`src/rtl/vga_timing_pkg.sv`:
```
// vga_timing_pkg: 640x480@60 timing constants,
// per-axis phase enum and counter width.
package vga_timing_pkg;

  localparam int CNT_W = 10;

  localparam int H_ACTIVE_D = 640;
  localparam int H_FRONT_D  = 16;
  localparam int H_SYNC_D   = 96;
  localparam int H_BACK_D   = 48;

  localparam int V_ACTIVE_D = 480;
  localparam int V_FRONT_D  = 10;
  localparam int V_SYNC_D   = 2;
  localparam int V_BACK_D   = 33;

  localparam int MAX_TOTAL = 1 << CNT_W;

  typedef enum logic [1:0] {
    PH_ACTIVE,
    PH_FRONT,
    PH_SYNC,
    PH_BACK
  } phase_t;

endpackage

```
`src/rtl/sync_axis_counter.sv`:
```
// sync_axis_counter: one timing axis (count + phase FSM).
// Ports: clk, reset (async, active-low), adv (advance strobe),
//        cnt (current count), phase (region of cnt),
//        wrap (cnt is last of axis), active, sync.
module sync_axis_counter
  import vga_timing_pkg::*;
#(
  parameter int ACTIVE = H_ACTIVE_D,
  parameter int FRONT  = H_FRONT_D,
  parameter int SYNC   = H_SYNC_D,
  parameter int BACK   = H_BACK_D
) (
  input  logic             clk,
  input  logic             reset,
  input  logic             adv,
  output logic [CNT_W-1:0] cnt,
  output phase_t           phase,
  output logic             wrap,
  output logic             active,
  output logic             sync
);

  localparam int TOTAL = ACTIVE + FRONT + SYNC + BACK;

  // Last count of each region; the phase moves on
  // when an advance happens at one of these.
  localparam logic [CNT_W-1:0] A_END =
    CNT_W'(ACTIVE - 1);
  localparam logic [CNT_W-1:0] F_END =
    CNT_W'(ACTIVE + FRONT - 1);
  localparam logic [CNT_W-1:0] S_END =
    CNT_W'(ACTIVE + FRONT + SYNC - 1);
  localparam logic [CNT_W-1:0] LAST =
    CNT_W'(TOTAL - 1);

  phase_t phase_nx;

  always_ff @(posedge clk or negedge reset) begin
    if (!reset) begin
      cnt <= '0;
    end else if (adv) begin
      cnt <= wrap ? '0 : cnt + CNT_W'(1);
    end
  end

  always_ff @(posedge clk or negedge reset) begin
    if (!reset) begin
      phase <= PH_ACTIVE;
    end else begin
      phase <= phase_nx;
    end
  end

  always_comb begin
    phase_nx = phase;
    if (adv) begin
      unique case (phase)
        PH_ACTIVE:
          if (cnt == A_END) phase_nx = PH_FRONT;
        PH_FRONT:
          if (cnt == F_END) phase_nx = PH_SYNC;
        PH_SYNC:
          if (cnt == S_END) phase_nx = PH_BACK;
        PH_BACK:
          if (cnt == LAST) phase_nx = PH_ACTIVE;
        default:
          phase_nx = PH_ACTIVE;
      endcase
    end
  end

  always_comb begin
    wrap   = (cnt == LAST);
    active = (phase == PH_ACTIVE);
    sync   = (phase == PH_SYNC);
  end

endmodule

```
`src/rtl/vga_sync_gen.sv`:
```
// vga_sync_gen: VGA sync/blanking/coordinate generator.
// Ports: clk, reset (async, active-low), pix_en (pixel advance),
//        hsync, vsync, video_on, px_x, px_y,
//        line_end, frame_end (one-clk strobes).
module vga_sync_gen
  import vga_timing_pkg::*;
#(
  parameter int H_ACTIVE = H_ACTIVE_D,
  parameter int H_FRONT  = H_FRONT_D,
  parameter int H_SYNC   = H_SYNC_D,
  parameter int H_BACK   = H_BACK_D,
  parameter int V_ACTIVE = V_ACTIVE_D,
  parameter int V_FRONT  = V_FRONT_D,
  parameter int V_SYNC   = V_SYNC_D,
  parameter int V_BACK   = V_BACK_D,
  parameter bit SYNC_POL = 1'b0
) (
  input  logic             clk,
  input  logic             reset,
  input  logic             pix_en,
  output logic             hsync,
  output logic             vsync,
  output logic             video_on,
  output logic [CNT_W-1:0] px_x,
  output logic [CNT_W-1:0] px_y,
  output logic             line_end,
  output logic             frame_end
);

  localparam int H_TOTAL =
    H_ACTIVE + H_FRONT + H_SYNC + H_BACK;
  localparam int V_TOTAL =
    V_ACTIVE + V_FRONT + V_SYNC + V_BACK;

  if (H_TOTAL > MAX_TOTAL || V_TOTAL > MAX_TOTAL)
  begin : g_bad_total
    $error("vga_sync_gen: line/frame total exceeds 1024");
  end

  logic [CNT_W-1:0] h_cnt;
  logic [CNT_W-1:0] v_cnt;
  phase_t           h_phase;
  phase_t           v_phase;
  logic             h_wrap;
  logic             v_wrap;
  logic             h_act;
  logic             v_act;
  logic             h_sync;
  logic             v_sync;
  logic             v_adv;

  // Lines advance on the pixel that ends the line.
  assign v_adv = pix_en && h_wrap;

  sync_axis_counter #(
    .ACTIVE (H_ACTIVE),
    .FRONT  (H_FRONT),
    .SYNC   (H_SYNC),
    .BACK   (H_BACK)
  ) u_h (
    .clk    (clk),
    .reset  (reset),
    .adv    (pix_en),
    .cnt    (h_cnt),
    .phase  (h_phase),
    .wrap   (h_wrap),
    .active (h_act),
    .sync   (h_sync)
  );

  sync_axis_counter #(
    .ACTIVE (V_ACTIVE),
    .FRONT  (V_FRONT),
    .SYNC   (V_SYNC),
    .BACK   (V_BACK)
  ) u_v (
    .clk    (clk),
    .reset  (reset),
    .adv    (v_adv),
    .cnt    (v_cnt),
    .phase  (v_phase),
    .wrap   (v_wrap),
    .active (v_act),
    .sync   (v_sync)
  );

  // Outputs present the position held by the counters
  // before this advance, so they trail by one pix_en.
  always_ff @(posedge clk or negedge reset) begin
    if (!reset) begin
      hsync     <= ~SYNC_POL;
      vsync     <= ~SYNC_POL;
      video_on  <= 1'b0;
      px_x      <= '0;
      px_y      <= '0;
      line_end  <= 1'b0;
      frame_end <= 1'b0;
    end else begin
      line_end  <= 1'b0;
      frame_end <= 1'b0;
      if (pix_en) begin
        hsync     <= h_sync ? SYNC_POL : ~SYNC_POL;
        vsync     <= v_sync ? SYNC_POL : ~SYNC_POL;
        video_on  <= h_act && v_act;
        px_x      <= h_cnt;
        px_y      <= v_cnt;
        line_end  <= h_wrap && (h_phase == PH_BACK);
        frame_end <= h_wrap && v_wrap &&
                     (v_phase == PH_BACK);
      end
    end
  end

endmodule
```
`config.mk`:
```
export PLATFORM = sky130hd
export DESIGN_NAME = vga_sync_gen
export DESIGN_NICKNAME = d
export VERILOG_FILES = /design/src/rtl/vga_timing_pkg.sv /design/src/rtl/sync_axis_counter.sv /design/src/rtl/vga_sync_gen.sv
export SDC_FILE = /design/constraint.sdc
export NUM_CORES = 1
export LEC_CHECK = 0
export CORE_ASPECT_RATIO = 1.1
export CORE_MARGIN = 1
export CORE_UTILIZATION = 50
export CTS_CLUSTER_SIZE = 12
export DETAILED_ROUTE_END_ITERATION = 10
export GPL_ROUTABILITY_DRIVEN = 0
export PLACE_DENSITY_LB_ADDON = 0.15
export SKIP_CTS_REPAIR_TIMING = 1
export SYNTH_ARGS = -nofsm -noshare
export SYNTH_HDL_FRONTEND = slang
export SYNTH_HIERARCHICAL = 1
export SYNTH_SLANG_ARGS = --single-unit
export TNS_END_PERCENT = 20
```
`constraint.sdc`:
```
create_clock -name clk -period 2.2 [get_ports clk]
set_input_delay 0.66 -clock clk [delete_from_list [all_inputs] [get_ports clk]]
set_output_delay 0.66 -clock clk [all_outputs]
set_load 0.1 [all_outputs]
```
==> impl_results.md <==
- Outcome: completed
- Max FO, Critical Path: 7
- Slew margin rel.: 0.660
- Final hold violations: 0
- Fillers: 373
- Mapped Cells: 199
- Clk buf depth: 2
- Post-synthesis sequential area ratio: 0.497
- Setup crit start kind: register
- Area of the mapped netlist: 2470 um^2
- PD cells: 839 nW/um^2
- First-pass GRT wire length: 8180 um
- Wire per inst: 15.8 um
- Gr usage total: 0.200
- Fin area: 2950 um^2
- Clock transition at path regs: 0.08 ns
- Post-synth cell types: 46
- Flop and latch count out of synthesis: 49
- Initial DRC Count: 118
- Most common cell after layout, fill and taps aside: dfrtp_1
- Simple-Gate Fraction of Synth Area: 0.141
- Share of cells above drive strength 1: 0.340
- DP Area: 2810 um^2
- Area grow syn2layout: 19.4%
- Mux share of post-synthesis cell area: 0.141
- Fin crit share: 0.955
- Worst-Margin Slew: 0.510 ns
- Setup violators final: 0
- Slew Limit Fails: 0
- CP required: 2.38 ns
- Core area: 4680 um^2
- Most frequent cells in the layout: 47 x dfrtp_1, 34 x buf_4, 16 x mux2_4, 16 x nand2_1, 13 x ha_1
- TritonCTS clock tree: built
- Fin worst setup slack: 0.100 ns
- Chip height: 75.7 um
- CP max-delay cell: or4_4
- DRC: 0
- H-tree Lvls: 2
- Initial Util: 0.527
- Layout Nets: 257
- Final global-route overflow total: 0
- Critical path type: register to register
- First-pass detailed-route iteration total: 4
- Root Buffer: clkbuf_8
- IO buf count: 27
- Max VDD drop: 685 uV
- Die width: 69.0 um
- Worst setup slack after placement: -0.0443 ns
- Vias: 1626
- Worst setup EP type: register
- Total CTS buffers: 5
- Xor and xnor area share after synthesis: 0.0426
- Total power: 2.47 mW
- Final antenna-violating net count: 0
- Post-Synth Adder-Cell Area: 0.0709
- Crit-path cells: or4_4, nor4_4, o211ai_2, a211oi_2, mux2_1
- Max Clock Skew: 0.00384 ns
- DR vias/cell: 5.47
- Final std cells w/o fill: 297
- Largest stage delay, worst path: 0.58 ns
- Post-synthesis compound-gate area fraction: 0.0699
- WL final: 4700 um
- I/O pins: 28
- Clk Latency, worst-skew pair: 0.30 ns
- Shortest period the worst path allows: 2.10 ns
- Post-detail-place hpwl: 3350 um
- Die area: 5230 um^2
- Hold WC Path Type: primary input to asynchronous set/reset pin
- Leakage Power: 1.43 nW
- Largest net degree at the start of global routing: 38
- Max-cap viol count: 0
- Final hold slack: 0.315 ns
- Placed Cells: 287
- Largest family of logic cells by synthesized area: simple AND/OR/NAND/NOR gates
- Syn_area_per_cell: 12.4 um^2
- Syn Nets: 216
- Yosys warnings: 6
- Initial antenna violation count: 0
- Rows: 26
- Crit path arrival time: 2.28 ns
- Number of diodes: 0
- Vias in the first global route: 1734
- Fmax: 0.476 GHz
- CTS Sinks: 49
[worst paths after layout]
path | start | slack [ns] | to | cells past startpoint
worst max-delay path | u_v/cnt[6] | 0.10 | u_v/phase[1] | 5
worst min-delay path | reset | 0.31 | u_h/phase[0] | 1
worst max register to register | u_v/cnt[6] | 0.10 | u_v/phase[1] | 5
worst min register to register | vsync | 0.49 | vsync | 2
max in group asynchronous | reset | 1.37 | u_v/cnt[1] | 2
min in group clk | vsync | 0.49 | vsync | 2
[registers in the layout, summed over array words and instances (netlist names), 2 cells and up]
| name | count |
|---|---|
| px_y | 10 |
| u_h/phase | 2 |
| u_v/phase | 2 |
| px_x | 10 |
| u_v/cnt | 10 |
| u_h/cnt | 10 |
[layer usage]
| metal | up-vias | part of all wire | GRT usage | wire length [um] |
|---|---|---|---|---|
| li1 | 784 | - | - | - |
| met2 | 27 | 0.54 | 0.372 | 2530 |
| met3 | 7 | 0.028 | 0.0437 | 134 |
| met4 | 0 | 0.013 | 0.0794 | 61 |
| met5 | - | 0 | 0 | 0 |
| met1 | 808 | 0.42 | 0.228 | 1980 |
[power breakdown]
group / switching (mW) / leakage, nW / internal (mW)
sequential: 0.0834 / 0.625 / 0.994
clock: 0.287 / 0.0585 / 0.371
combinational: 0.513 / 0.745 / 0.225
[through the flow]
stage               setup TNS, ns  utilization
floorplan                       0            -
global placement                0        0.599
detailed placement        -0.0443        0.599
CTS                       -0.0811        0.624
global route              -0.0190        0.629
finish                          0        0.629
[area by class of cell]
cell class                 instances  area (um^2)  share of cell area
clock inverter                     1         30.0              0.0102
multi-input combinational        134         1170               0.396
timing repair buffer              39          325               0.110
tap                               56         70.1              0.0238
clock buffer                       7         86.3              0.0293
sequential                        49         1230               0.417
inverter                          11         41.3              0.0140
[worst max-delay path, delay by kind of cell, from the launching register on]
family	cells	cell delay, ns
and+or+nand+nor	2	0.78
AOI/OAI and AO/OA	2	0.37
muxes	1	0.36
DFF	1	0.47
[cell usage after synthesis (all sizes together)]
| cell type | n | area (um^2) |
|---|---|---|
| nand2 | 16 | 60.1 |
| dfstp | 2 | 52.6 |
| mux2 | 22 | 308 |
| nor4 | 2 | 27.5 |
| inv | 11 | 41.3 |
| o211ai | 1 | 12.5 |
| xor2 | 5 | 43.8 |
| buf | 3 | 42.5 |
| nor2 | 7 | 26.3 |
| nand3 | 7 | 35.0 |
| o41ai | 2 | 17.5 |
| nand4 | 5 | 37.5 |
| clkbuf | 2 | 7.51 |
| a21boi | 1 | 7.51 |
| or3b | 1 | 8.76 |
| a21oi | 5 | 25.0 |
| nor3 | 3 | 20.0 |
| and2 | 1 | 6.26 |
| a211oi | 2 | 20.0 |
| nor2b | 1 | 6.26 |
| nand2b | 2 | 12.5 |
| nand4b | 2 | 17.5 |
| or4 | 1 | 11.3 |
| o21ai | 7 | 35.0 |
| dfrtp | 47 | 1180 |
| ha | 14 | 175 |
| xnor2 | 7 | 61.3 |
| mux2i | 4 | 40.0 |
| o2111ai | 1 | 15.0 |
| o22a | 1 | 8.76 |
| and4 | 3 | 27.5 |
| and3 | 4 | 25.0 |
| or2 | 1 | 6.26 |
| nand4bb | 1 | 11.3 |
| o2bb2ai | 2 | 17.5 |
| or4b | 1 | 10.0 |
| o22ai | 1 | 6.26 |
| a21o | 1 | 7.51 |
[cell families (layout without fill, tap and decap cells)]
family,after synthesis,after routing
adder cells (fa/ha/maj),14,14
AO/OA/AOI/OAI,24,24
AND/OR/NAND/NOR,58,58
buffers and inverters,16,58
XOR/XNOR,12,12
multiplexers,26,26
flip-flops,49,49
No activity file was read; power rests on OpenSTA's default activity.
